### config.mk
export PLATFORM = sky130hd
export DESIGN_NAME = vga_sync_gen_flat
export DESIGN_NICKNAME = d
export VERILOG_FILES = /design/src/rtl/vga_sync_gen_pkg.sv /design/src/rtl/vga_sync_gen_if.sv /design/src/rtl/vga_sync_gen_tick.sv /design/src/rtl/vga_sync_gen.sv /design/src/flat_wrapper.sv
export SDC_FILE = /design/constraint.sdc
export NUM_CORES = 1
export LEC_CHECK = 0
export CAP_MARGIN = 5
export CORE_ASPECT_RATIO = 1.1
export CORE_UTILIZATION = 30
export DETAILED_ROUTE_END_ITERATION = 10
export GPL_ROUTABILITY_DRIVEN = 0
export PLACE_DENSITY_LB_ADDON = 0.12
export SYNTH_ARGS = -nofsm -noshare
export SYNTH_HDL_FRONTEND = slang
export SYNTH_SLANG_ARGS = --single-unit
### constraint.sdc
create_clock -name clk -period 2.6 [get_ports clk]
set_input_delay 0.39 -clock clk [delete_from_list [all_inputs] [get_ports clk]]
set_output_delay 0.39 -clock clk [all_outputs]
set_load 0.03 [all_outputs]
### src/rtl/vga_sync_gen_pkg.sv
// VGA raster timing defaults (640x480 @ 60 Hz) and small decode helpers.
package vga_timing_pkg;

   localparam int COUNT_W  = 10;
   localparam int PIX_DIV  = 2;

   localparam int H_DISP   = 640;
   localparam int H_FP     = 16;
   localparam int H_SYNC   = 96;
   localparam int H_BP     = 48;
   localparam int H_TOTAL  = H_DISP + H_FP + H_SYNC + H_BP;

   localparam int V_DISP   = 480;
   localparam int V_FP     = 10;
   localparam int V_SYNC   = 2;
   localparam int V_BP     = 33;
   localparam int V_TOTAL  = V_DISP + V_FP + V_SYNC + V_BP;

   // Sync windows are half-open: [START, END)
   localparam int H_SYNC_START = H_DISP + H_FP;
   localparam int H_SYNC_END   = H_SYNC_START + H_SYNC;
   localparam int V_SYNC_START = V_DISP + V_FP;
   localparam int V_SYNC_END   = V_SYNC_START + V_SYNC;

   localparam bit SYNC_POL = 1'b0;

   // True when lo <= val < hi
   function automatic logic in_window(input logic [COUNT_W-1:0] val, input int lo, input int hi);
      return (int'(val) >= lo) && (int'(val) < hi);
   endfunction

endpackage

### src/rtl/vga_sync_gen_if.sv
// Raster output bundle: counters, syncs and strobes seen by the renderers.
interface vga_sync_if #(
   parameter int W = vga_timing_pkg::COUNT_W
);
   logic [W-1:0] HCount;
   logic [W-1:0] VCount;
   logic         hsync;
   logic         vsync;
   logic         video_on;
   logic         pixel_tick;
   logic         frame_start;

   modport master (
      output HCount, VCount, hsync, vsync, video_on, pixel_tick, frame_start
   );

   modport slave (
      input  HCount, VCount, hsync, vsync, video_on, pixel_tick, frame_start
   );
endinterface

### src/rtl/vga_sync_gen_tick.sv
// Pixel-rate divider. pixel_tick is the advance enable for the coming clk edge:
// high in the cycle the divider count sits at PIX_DIV-1 (it wraps to 0 at that
// edge). The top flops it together with the counters so its own strobe lines up
// with the new coordinates.
module pixel_tick_gen #(
   parameter int PIX_DIV = 2
) (
   input  logic clk,
   input  logic reset,
   output logic pixel_tick
);

   localparam int            CW   = (PIX_DIV > 1) ? $clog2(PIX_DIV) : 1;
   localparam logic [CW-1:0] LAST = CW'(PIX_DIV - 1);

   logic [CW-1:0] cnt;

   // Free-running 0..PIX_DIV-1 count; PIX_DIV=1 keeps it parked at 0
   always_ff @(posedge clk) begin
      if (reset)            cnt <= '0;
      else if (cnt == LAST) cnt <= '0;
      else                  cnt <= cnt + 1'b1;
   end

   assign pixel_tick = (cnt == LAST) && !reset;

endmodule

### src/rtl/vga_sync_gen.sv
// VGA raster generator: H/V counters plus registered hsync, vsync, video_on,
// pixel_tick and frame_start. Decodes use the next counter values so every
// output changes on the same clk edge as HCount/VCount.
module vga_sync_gen
   import vga_timing_pkg::COUNT_W;
   import vga_timing_pkg::in_window;
#(
   parameter int PIX_DIV  = vga_timing_pkg::PIX_DIV,
   parameter int H_DISP   = vga_timing_pkg::H_DISP,
   parameter int H_FP     = vga_timing_pkg::H_FP,
   parameter int H_SYNC   = vga_timing_pkg::H_SYNC,
   parameter int H_BP     = vga_timing_pkg::H_BP,
   parameter int V_DISP   = vga_timing_pkg::V_DISP,
   parameter int V_FP     = vga_timing_pkg::V_FP,
   parameter int V_SYNC   = vga_timing_pkg::V_SYNC,
   parameter int V_BP     = vga_timing_pkg::V_BP,
   parameter bit SYNC_POL = vga_timing_pkg::SYNC_POL
) (
   input  logic       clk,
   input  logic       reset,
   vga_sync_if.master vga
);

   localparam int H_TOTAL  = H_DISP + H_FP + H_SYNC + H_BP;
   localparam int V_TOTAL  = V_DISP + V_FP + V_SYNC + V_BP;
   localparam int HS_START = H_DISP + H_FP;
   localparam int HS_END   = HS_START + H_SYNC;
   localparam int VS_START = V_DISP + V_FP;
   localparam int VS_END   = VS_START + V_SYNC;

   localparam logic [COUNT_W-1:0] H_LAST = COUNT_W'(H_TOTAL - 1);
   localparam logic [COUNT_W-1:0] V_LAST = COUNT_W'(V_TOTAL - 1);

   logic               adv;
   logic               h_wrap;
   logic               v_wrap;
   logic [COUNT_W-1:0] h_nxt;
   logic [COUNT_W-1:0] v_nxt;

   pixel_tick_gen #(.PIX_DIV(PIX_DIV)) u_tick (
      .clk        (clk),
      .reset      (reset),
      .pixel_tick (adv)
   );

   // Next raster position; H and V wrap on the same tick at the last pixel
   always_comb begin
      h_wrap = (vga.HCount == H_LAST);
      v_wrap = (vga.VCount == V_LAST);
      h_nxt  = h_wrap ? '0 : vga.HCount + 1'b1;
      v_nxt  = vga.VCount;
      if (h_wrap) v_nxt = v_wrap ? '0 : vga.VCount + 1'b1;
   end

   // Counters and decoded outputs, all loaded from the next position on a tick
   always_ff @(posedge clk) begin
      if (reset) begin
         vga.HCount      <= '0;
         vga.VCount      <= '0;
         vga.hsync       <= ~SYNC_POL;
         vga.vsync       <= ~SYNC_POL;
         vga.video_on    <= 1'b0;
         vga.pixel_tick  <= 1'b0;
         vga.frame_start <= 1'b0;
      end else begin
         vga.pixel_tick  <= adv;
         vga.frame_start <= adv && h_wrap && v_wrap;
         if (adv) begin
            vga.HCount   <= h_nxt;
            vga.VCount   <= v_nxt;
            vga.hsync    <= in_window(h_nxt, HS_START, HS_END) ? SYNC_POL : ~SYNC_POL;
            vga.vsync    <= in_window(v_nxt, VS_START, VS_END) ? SYNC_POL : ~SYNC_POL;
            vga.video_on <= (int'(h_nxt) < H_DISP) && (int'(v_nxt) < V_DISP);
         end
      end
   end

endmodule

### src/flat_wrapper.sv
// flat-port wrapper written by rule: the top's interface ports become plain ports
module vga_sync_gen_flat import vga_timing_pkg::COUNT_W; import vga_timing_pkg::in_window;
#(
   parameter int PIX_DIV  = vga_timing_pkg::PIX_DIV,
   parameter int H_DISP   = vga_timing_pkg::H_DISP,
   parameter int H_FP     = vga_timing_pkg::H_FP,
   parameter int H_SYNC   = vga_timing_pkg::H_SYNC,
   parameter int H_BP     = vga_timing_pkg::H_BP,
   parameter int V_DISP   = vga_timing_pkg::V_DISP,
   parameter int V_FP     = vga_timing_pkg::V_FP,
   parameter int V_SYNC   = vga_timing_pkg::V_SYNC,
   parameter int V_BP     = vga_timing_pkg::V_BP,
   parameter bit SYNC_POL = vga_timing_pkg::SYNC_POL
)
  (clk, reset, vga_HCount, vga_VCount, vga_hsync, vga_vsync, vga_video_on, vga_pixel_tick, vga_frame_start);
  vga_sync_if vga_i ();
  input  logic clk;
  input  logic reset;
  output wire logic [$bits(vga_i.HCount)-1:0] vga_HCount;
  output wire logic [$bits(vga_i.VCount)-1:0] vga_VCount;
  output wire logic [$bits(vga_i.hsync)-1:0] vga_hsync;
  output wire logic [$bits(vga_i.vsync)-1:0] vga_vsync;
  output wire logic [$bits(vga_i.video_on)-1:0] vga_video_on;
  output wire logic [$bits(vga_i.pixel_tick)-1:0] vga_pixel_tick;
  output wire logic [$bits(vga_i.frame_start)-1:0] vga_frame_start;
  assign vga_HCount = vga_i.HCount;
  assign vga_VCount = vga_i.VCount;
  assign vga_hsync = vga_i.hsync;
  assign vga_vsync = vga_i.vsync;
  assign vga_video_on = vga_i.video_on;
  assign vga_pixel_tick = vga_i.pixel_tick;
  assign vga_frame_start = vga_i.frame_start;
  vga_sync_gen #(.PIX_DIV(PIX_DIV), .H_DISP(H_DISP), .H_FP(H_FP), .H_SYNC(H_SYNC), .H_BP(H_BP), .V_DISP(V_DISP), .V_FP(V_FP), .V_SYNC(V_SYNC), .V_BP(V_BP), .SYNC_POL(SYNC_POL)) u_core (.clk(clk), .reset(reset), .vga(vga_i));
endmodule
==> results of run 1 <==
## through the flow
step	cells	utilization (%)	hold WS [ps]
after global routing	271	40.3	560
after global placement	267	38.8	491
after floorplan	188	-	491
after CTS	271	40.3	528
final	271	40.3	519
after detailed placement	267	38.8	502
## layer usage
layer	track usage, %	vias to the layer above
li1	-	729
met1	19.5	644
met2	29.4	16
met3	2.54	2
met4	5.90	0
met5	0	-
## worst paths after layout
kind                                startpoint                                to  slack [ps]  cells after the start
max          u_core.vga.HCount[0]$_SDFFE_PP0P_     u_core.vga.vsync$_SDFFE_PP1P_         240                      8
min           u_core.vga.video_on$_SDFFE_PP0P_  u_core.vga.video_on$_SDFFE_PP0P_         520                      2
max reg2reg  u_core.vga.HCount[0]$_SDFFE_PP0P_     u_core.vga.vsync$_SDFFE_PP1P_         240                      8
min reg2reg   u_core.vga.video_on$_SDFFE_PP0P_  u_core.vga.video_on$_SDFFE_PP0P_         520                      2
## cell usage in the layout (no fill, tap or decap), types with 2 or more instances in the layout
| cell | n |
|---|---|
| o31ai_1 | 3 |
| o21ai_1 | 2 |
| or4_1 | 2 |
| a31oi_1 | 2 |
| o31a_1 | 3 |
| nand3b_1 | 2 |
| dfxtp_1 | 26 |
| nand2_1 | 22 |
| nand3_1 | 8 |
| o21ai_0 | 6 |
| nor3_1 | 11 |
| nand4_1 | 4 |
| nand2b_1 | 2 |
| and3_1 | 3 |
| and4_1 | 2 |
| a21oi_1 | 13 |
| nor4_1 | 3 |
| nor2_1 | 24 |
| mux2i_1 | 2 |
| clkbuf_8 | 3 |
| xnor2_1 | 4 |
| clkdlybuf4s50_1 | 26 |
| xor2_1 | 5 |
| ha_1 | 4 |
| buf_4 | 7 |
| inv_1 | 5 |
| o22ai_1 | 2 |
## power by group
part           internal [W]  leakage (nW)  switching (W)
Clock              0.000206        0.0357       0.000138
Combinational     0.0000216         0.406      0.0000364
Sequential         0.000405         0.211     0.00000904
Total              0.000633         0.653       0.000184
## state kept, by name, indices dropped and copies added (netlist names)
signal and cells:
u_core.u_tick.cnt 1, u_core.vga.vsync 1, u_core.vga.frame_start 1, u_core.vga.video_on 1, u_core.vga.VCount 10, u_core.vga.hsync 1
u_core.vga.pixel_tick 1, u_core.vga.HCount 10
## worst max-delay path, cell delays in order, from the launching register on
cell	delay [ps]
dfxtp_1	470
ha_1	250
nand4_1	160
nor4_1	290
buf_4	220
nand4_1	120
xor2_1	180
a2111oi_1	410
a31oi_1	140
## area by class of cell
class                   count  share of cell area, %
repair buffers             33                   16.6
inverters                   5                  0.994
clock buffers               3                   2.19
multi-input cells         147                   47.4
clock inverters             1                   1.59
well taps                  56                   3.71
flip-flops and latches     26                   27.6
## logic make-up (layout without fill, tap and decap cells)
kind of cell / count (synthesis) / in the layout / synth area share, %
and+or+nand+nor: 91 / 91 / 31.5
adders and majority gates: 4 / 4 / 3.40
DFF: 26 / 26 / 35.3
buffers and inverters: 15 / 42 / 3.99
AOI/OAI and AO/OA: 40 / 40 / 18.3
xor gates and xnor gates: 9 / 9 / 5.35
muxes: 3 / 3 / 2.12
## repair_timing
item                                    CTS  global route
endpoints found under the hold margin     0             0
resized for setup                         0             1
endpoints found under the setup margin    0             1
==> flow_summary.yaml, run 1 <==
outcome:
  status: "finished, final reports clean"
finish:
  multiInputGateArea_um2: 895
  fillers: 507
  area_growth_pct: 28.2
  final-seq-area_um2: 520
  drive_gt1_share_pct: 7.91
  nNetsFinal: 222
  n_antenna_cell: 0
  fin_area_um2: 1890
yosys:
  yosys.area.top_type_share_pct: 35.3
  synth_seq_cells: 26
  synth-edff-count: 0
  synth.avg_cell_area_um2: 7.83
  syn_area_um2: 1470
  yosysSeqAreaShare_pct: 35.3
  synth_ff_type: "dfxtp_1"
  async_flop_share_pct: 0
  syn_nets: 194
  yosysMostFrequentCell: "dfxtp_1"
  synth_top_area_cell: "dfxtp_1"
  ys_top_cells_by_area: "dfxtp_1 (35%), nor2_1 (6.1%), nand2_1 (5.6%)"
  ys_warn_count: 0
  synth_cell_types: 44
  synthCells: 188
  synth_commonest_cells: "dfxtp_1 (26), nor2_1 (24), nand2_1 (22)"
place:
  port_buffers: 26
  post-place-ws_ps: 239
  dpl_cell_area_um2: 1820
  dp.final_hpwl_um: 2720
global_route:
  antenna_found_initial: 0
  grt_max_degree: 22
  grt_use_total_pct: 16.4
  overflow: 0
  grt_pass1_wl_um: 6310
  grt_pass1_vias: 1334
timing:
  tns_ps: 0
  setup_slack_ps: 238
  setup_viol: 0
  max_slew.worst_pin.slew_ps: 452
  maxSlewViolCount: 0
  fmax_mhz: 423
  fin_crit_ps: 2360
  finClkSkew_ps: 7.95
  fin_crit_sh_pct: 90.8
  relSlewSlack_pct: 69.6
  finalHoldViolCount: 0
  rsz0062_at_grt: "false"
floorplanning:
  dieArea_um2: 5190
  die_w_um: 68.8
  pin_count: 27
  fp.dieH_um: 75.5
  core_area_um2: 4680
  fp-row-count: 26
  initial_core_util_pct: 31.4
critical_path:
  start_kind: "flop"
  crit_required_ps: 2760
  worstSetupPathType: "reg -> reg"
  crit_fanout: 8
  worst_ep_arrival_time_ps: 2520
  critPathCaptureType: "flop"
clock_tree:
  cts_buffers: 3
  cts_tree: "built"
  cts_hold_buf: 0
  cts_htree_levels: 1
  clock-sinks: 26
  cts_buffer_depth: 2
  post_cts_buffers: 0
  clk_pin_slew_ps: 100
  worstSkewPairLatency_ps: 280
  cts-root-buf: "clkbuf_8"
drt:
  initialDrtViolationCount: 79
  drt-vias-per-instance: 5.13
  wl_met3_um: 83
  top_layer: "met4"
  wire_per_inst_um: 14.0
  drc: 0
  routed_wl_um: 3780
  antenna_left: 0
  vias: 1391
  dr.pass1.iters: 4
  drt-met1-wl_um: 1720
  met2_length_um: 1950
pwr:
  ir_worst_vdd_v: 0.000163
  power_density_nw_per_um2: 433
  p_leak_nw: 0.653
  power_w: 0.000817
flow_run:
  maxCapViolCount: 0
min_path:
  hp-class: "reg -> reg"
Power figures use the tool's default switching activity.
==> run 2, diff against run 1 <==
--- a/config.mk
+++ b/config.mk
@@ -10,7 +10,8 @@
 export CORE_UTILIZATION = 30
 export DETAILED_ROUTE_END_ITERATION = 10
 export GPL_ROUTABILITY_DRIVEN = 0
-export PLACE_DENSITY_LB_ADDON = 0.12
+export GPL_TIMING_DRIVEN = 0
+export PLACE_DENSITY_LB_ADDON = 0.08
 export SYNTH_ARGS = -nofsm -noshare
 export SYNTH_HDL_FRONTEND = slang
 export SYNTH_SLANG_ARGS = --single-unit
==> run 2 against run 1 <==
Combinational power increased by 1%. Core utilization decreased by 0.35 points. Largest cell class unchanged. First-iteration DRC count increased by 22%. Critical endpoint unchanged. Critical path type unchanged. Largest power group unchanged.
==> flow_summary.yaml, run 2 (synthesis results as in run 1) <==
outcome:
  status: "finished, final reports clean"
critical_path:
  crit_fanout: 10
  crit_required_ps: 2750
  critPathCaptureType: "flop"
  start_kind: "flop"
  worst_ep_arrival_time_ps: 2550
  worstSetupPathType: "reg -> reg"
clock_tree:
  cts-root-buf: "clkbuf_8"
  clock-sinks: 26
  clk_pin_slew_ps: 100
  worstSkewPairLatency_ps: 270
  cts_tree: "built"
  cts_buffer_depth: 2
  cts_buffers: 3
  cts_htree_levels: 1
  post_cts_buffers: 0
timing:
  maxSlewViolCount: 0
  fin_crit_ps: 2400
  rsz0062_at_grt: "false"
  fmax_mhz: 417
  fin_crit_sh_pct: 92.2
  tns_ps: 0
  finalHoldViolCount: 0
  whs_ps: 527
  max_slew.worst_pin.slew_ps: 607
  finClkSkew_ps: 6.58
  setup_viol: 0
  relSlewSlack_pct: 59.5
  setup_slack_ps: 203
global_route:
  grt_pass1_vias: 1428
  grt_use_total_pct: 17.5
  grt_pass1_wl_um: 6700
  grt_max_degree: 14
  antenna_found_initial: 0
  grt.busiest_layer: "met2"
  grt_util_met3_pct: 2.40
  overflow: 0
  met1_usage_pct: 21.2
  use_met2_pct: 31.0
drt:
  drc: 0
  initialDrtViolationCount: 96
  dr.pass1.iters: 4
  drt-vias-per-instance: 5.42
  wire_per_inst_um: 15.0
  vias: 1480
  antenna_left: 0
  routed_wl_um: 4090
finish:
  top_regs: "u_core.vga.HCount: 10 flops, u_core.vga.VCount: 10 flops"
  final_common_cell: "clkdlybuf4s50_1"
  final-seq-area_um2: 523
  fin_util_pct: 40.0
  n_antenna_cell: 0
  fillers: 515
  drive_gt1_share_pct: 6.91
  nNetsFinal: 225
  area_growth_pct: 27.1
  multiInputGateArea_um2: 916
  final_cell_mix: "clkdlybuf4s50_1 (26), nor2_1 (24), dfxtp_1 (24)"
flow_run:
  maxCapViolCount: 0
pwr:
  seqPwrFrac_pct: 58.3
  p_int_w: 0.000529
  ir_worst_vdd_v: 0.000152
  sw_frac_of_total_pct: 25.5
  power_w: 0.000710
  power_density_nw_per_um2: 380
  power.switching_w: 0.000181
  clkPwrFrac_pct: 33.4
  p_leak_nw: 0.622
  power_frac_comb_pct: 8.3
floorplanning:
  fp-row-count: 26
  initial_core_util_pct: 31.4
  die_w_um: 68.8
  fp.dieH_um: 75.5
  dieArea_um2: 5190
  pin_count: 27
  core_area_um2: 4680
min_path:
  hp-class: "reg -> reg"
place:
  post-place-ws_ps: 18.6
  port_buffers: 26
  dp.final_hpwl_um: 2900
run 2: cell count changes in the layout (fill, tap and decap cells not counted), moves of 2 or more:
| cell | change |
|---|---|
| clkbuf_1 | +8 |
| buf_4 | -7 |
| dfxtp_1 | -2 |
| dfxtp_2 | +2 |
| nor4_1 | -2 |
run 2: layout make-up:
| cell class | count | area share [%] |
|---|---|---|
| Buffer | 10 | 2.27 |
| Clock buffer | 3 | 2.21 |
| Inverter | 5 | 1.00 |
| Multi-Input combinational cell | 147 | 48.9 |
| Sequential cell | 26 | 27.9 |
| Tap cell | 56 | 3.74 |
| Timing Repair Buffer | 26 | 13.9 |
run 2: power groups by stage:
stage               sequential, W  combinational [W]  clock (W)
floorplan                0.000433          0.0000235          0
global placement         0.000423          0.0000596          0
detailed placement       0.000423          0.0000599          0
CTS                      0.000414          0.0000600   0.000242
global route             0.000416          0.0000644   0.000260
finish                   0.000414          0.0000587   0.000238
run 2: what timing repair did:
action	4_1_cts	5_1_grt
gates resized for setup	1	6
cloned	0	0
endpoints found under the setup margin	1	2
hold buffers	0	0
run 2: metal layers:
layer | up-vias | wire length (um)
met2 | 40 | 2080
met4 | 0 | 63
met3 | 6 | 144
li1 | 735 | -
met1 | 699 | 1800
met5 | - | 0
run 2: metrics by stage:
| stage | instances | instance area (um^2) |
|---|---|---|
| floorplan | 188 | 1470 |
| finish | 273 | 1870 |
| CTS | 273 | 1850 |
| detailed placement | 270 | 1800 |
| global route | 273 | 1870 |
| global placement | 270 | 1800 |
run 2: final timing paths:
path / startpoint / slack [ps] / cells past startpoint / endpoint
max: u_core.vga.HCount[0]$_SDFFE_PP0P_ / 200 / 8 / u_core.vga.vsync$_SDFFE_PP1P_
min: u_core.vga.video_on$_SDFFE_PP0P_ / 530 / 2 / u_core.vga.video_on$_SDFFE_PP0P_
max reg2reg: u_core.vga.HCount[0]$_SDFFE_PP0P_ / 200 / 8 / u_core.vga.vsync$_SDFFE_PP1P_
min reg2reg: u_core.vga.video_on$_SDFFE_PP0P_ / 530 / 2 / u_core.vga.video_on$_SDFFE_PP0P_
run 2: critical path: stages (launching register included):
cell     delay (ps)
dfxtp_2         410
ha_1            230
nand4_1         230
or4_1           450
buf_2           210
nor2_1          240
mux2_1          340
nor2_1           80
a31oi_1          80
==> run 3, diff against run 2 <==
--- a/config.mk
+++ b/config.mk
@@ -7,11 +7,13 @@
 export LEC_CHECK = 0
 export CAP_MARGIN = 5
 export CORE_ASPECT_RATIO = 1.1
+export CORE_MARGIN = 2
 export CORE_UTILIZATION = 30
 export DETAILED_ROUTE_END_ITERATION = 10
 export GPL_ROUTABILITY_DRIVEN = 0
 export GPL_TIMING_DRIVEN = 0
 export PLACE_DENSITY_LB_ADDON = 0.08
+export SLEW_MARGIN = 20
 export SYNTH_ARGS = -nofsm -noshare
 export SYNTH_HDL_FRONTEND = slang
 export SYNTH_SLANG_ARGS = --single-unit
==> constraint.sdc (replaced) <==
create_clock -name clk -period 2.37 [get_ports clk]
set_input_delay 0.3555 -clock clk [delete_from_list [all_inputs] [get_ports clk]]
set_output_delay 0.3555 -clock clk [all_outputs]
set_load 0.03 [all_outputs]
==> run 3 against run 2 <==
Sequential share of layout area is 0.10 points lower. Sequential power rose by 9.7%. Maximum frequency up 5.0%. Power up 8.0%. Global-route usage decreased by 2.4 points. Hold slack got worse by 16 ps. Core utilization grew 0.53 points. Largest power group unchanged.
==> flow_summary.yaml, run 3 (synthesis results as in run 1) <==
drt:
  antenna_left: 0
  drt-vias-per-instance: 5.29
  routed_wl_um: 4050
  vias: 1450
  dr.pass1.iters: 4
  initialDrtViolationCount: 173
  drc: 0
  wire_per_inst_um: 14.8
pwr:
  ir_worst_vdd_v: 0.000170
  power_density_nw_per_um2: 404
  p_leak_nw: 0.626
  power_w: 0.000767
clock_tree:
  cts-root-buf: "clkbuf_8"
  cts_tree: "built"
  cts_buffer_depth: 2
  worstSkewPairLatency_ps: 270
  clk_pin_slew_ps: 90
  cts_htree_levels: 1
  cts_buffers: 3
  clock-sinks: 26
finish:
  final_cell_mix: "clkdlybuf4s50_1 (26), dfxtp_1 (24), nand2_1 (22), nor2_1 (22), a21oi_1 (12)"
  drive_gt1_share_pct: 8.72
  fillers: 527
  fin_util_pct: 40.5
  area_growth_pct: 28.8
  fin_area_um2: 1900
  top_regs: "u_core.vga.HCount: 10 flops, u_core.vga.VCount: 10 flops"
  n_antenna_cell: 0
  final_common_cell: "clkdlybuf4s50_1"
  final-seq-area_um2: 528
  nNetsFinal: 226
  multiInputGateArea_um2: 926
floorplanning:
  pin_count: 27
  fp.dieH_um: 77.5
  core_area_um2: 4680
  dieArea_um2: 5490
  fp-row-count: 26
  die_w_um: 70.8
  initial_core_util_pct: 31.4
place:
  dpl_cell_area_um2: 1800
  post-place-ws_ps: -273
  port_buffers: 26
  dp.final_hpwl_um: 2910
timing:
  fin_crit_ps: 2280
  max_slew.worst_pin.slew_ps: 569
  finalHoldViolCount: 0
  relSlewSlack_pct: 62.1
  finClkSkew_ps: 10.2
  fmax_mhz: 438
  setup_viol: 0
  maxSlewViolCount: 0
  whs_ps: 510
  fin_crit_sh_pct: 96.3
  setup_slack_ps: 87.1
global_route:
  grt_use_total_pct: 15.2
  grt_max_degree: 14
  antenna_found_initial: 0
  grt_pass1_wl_um: 6690
  grt_pass1_vias: 1374
  overflow: 0
critical_path:
  crit_required_ps: 2520
  crit_fanout: 10
  worstSetupPathType: "reg -> reg"
  worst_ep_arrival_time_ps: 2430
  start_kind: "flop"
  critPathCaptureType: "flop"
min_path:
  hp-class: "reg -> reg"
flow_run:
  maxCapViolCount: 0
outcome:
  status: "finished, final reports clean"
run 3: cell count changes in the layout (fill, tap and decap cells not counted), sizes merged:
cell and delta:
buf +1
run 3: layout make-up:
cell class	count	area share (%)
multi-input cells	147	48.8
flip-flops and latches	26	27.8
repair buffers	27	14.1
well taps	56	3.69
plain buffers	10	2.37
clock buffers	3	2.18
inverters	5	0.989
run 3: layer usage:
layer  GRT usage, %  part of all wire, %
met1           18.7                   42
met2           27.3                   52
met3           2.21                  4.3
met4           3.96                 0.94
met5              0                    0
run 3: worst paths after layout:
| path | startpoint | to | slack (ps) | cells past startpoint |
|---|---|---|---|---|
| min reg2reg | u_core.vga.HCount[0]$_SDFFE_PP0P_ | u_core.vga.HCount[0]$_SDFFE_PP0P_ | 510 | 1 |
| max | u_core.vga.HCount[0]$_SDFFE_PP0P_ | u_core.vga.vsync$_SDFFE_PP1P_ | 90 | 8 |
| min | u_core.vga.HCount[0]$_SDFFE_PP0P_ | u_core.vga.HCount[0]$_SDFFE_PP0P_ | 510 | 1 |
| max reg2reg | u_core.vga.HCount[0]$_SDFFE_PP0P_ | u_core.vga.vsync$_SDFFE_PP1P_ | 90 | 8 |
run 3: where the power goes:
part	internal, W	total, W	switching [W]
clock	0.000114	0.000249	0.000135
sequential	0.000444	0.000454	0.00000976
combinational	0.0000218	0.0000645	0.0000428
run 3: stage by stage:
step                      instances  TNS, ps
final                           274        0
after global routing            274     -162
after CTS                       273        0
after detailed placement        270     -501
after global placement          270     -445
after floorplan                 188        0
run 3: worst max-delay path, stage by stage, from the launching register on:
cell	delay, ps
dfxtp_4	400
ha_2	200
nand4_1	200
or4_1	440
clkbuf_4	220
nor3_1	250
o21ai_0	150
a21oi_2	200
a31oi_1	90
run 3: timing repair:
action | CTS | global route
resized for setup | 5 | 9
buffers inserted | 0 | 1
gates cloned | 0 | 0
endpoints found under the setup margin | 5 | 3
hold buffers | 0 | 0
endpoints found under the hold margin | 0 | 0
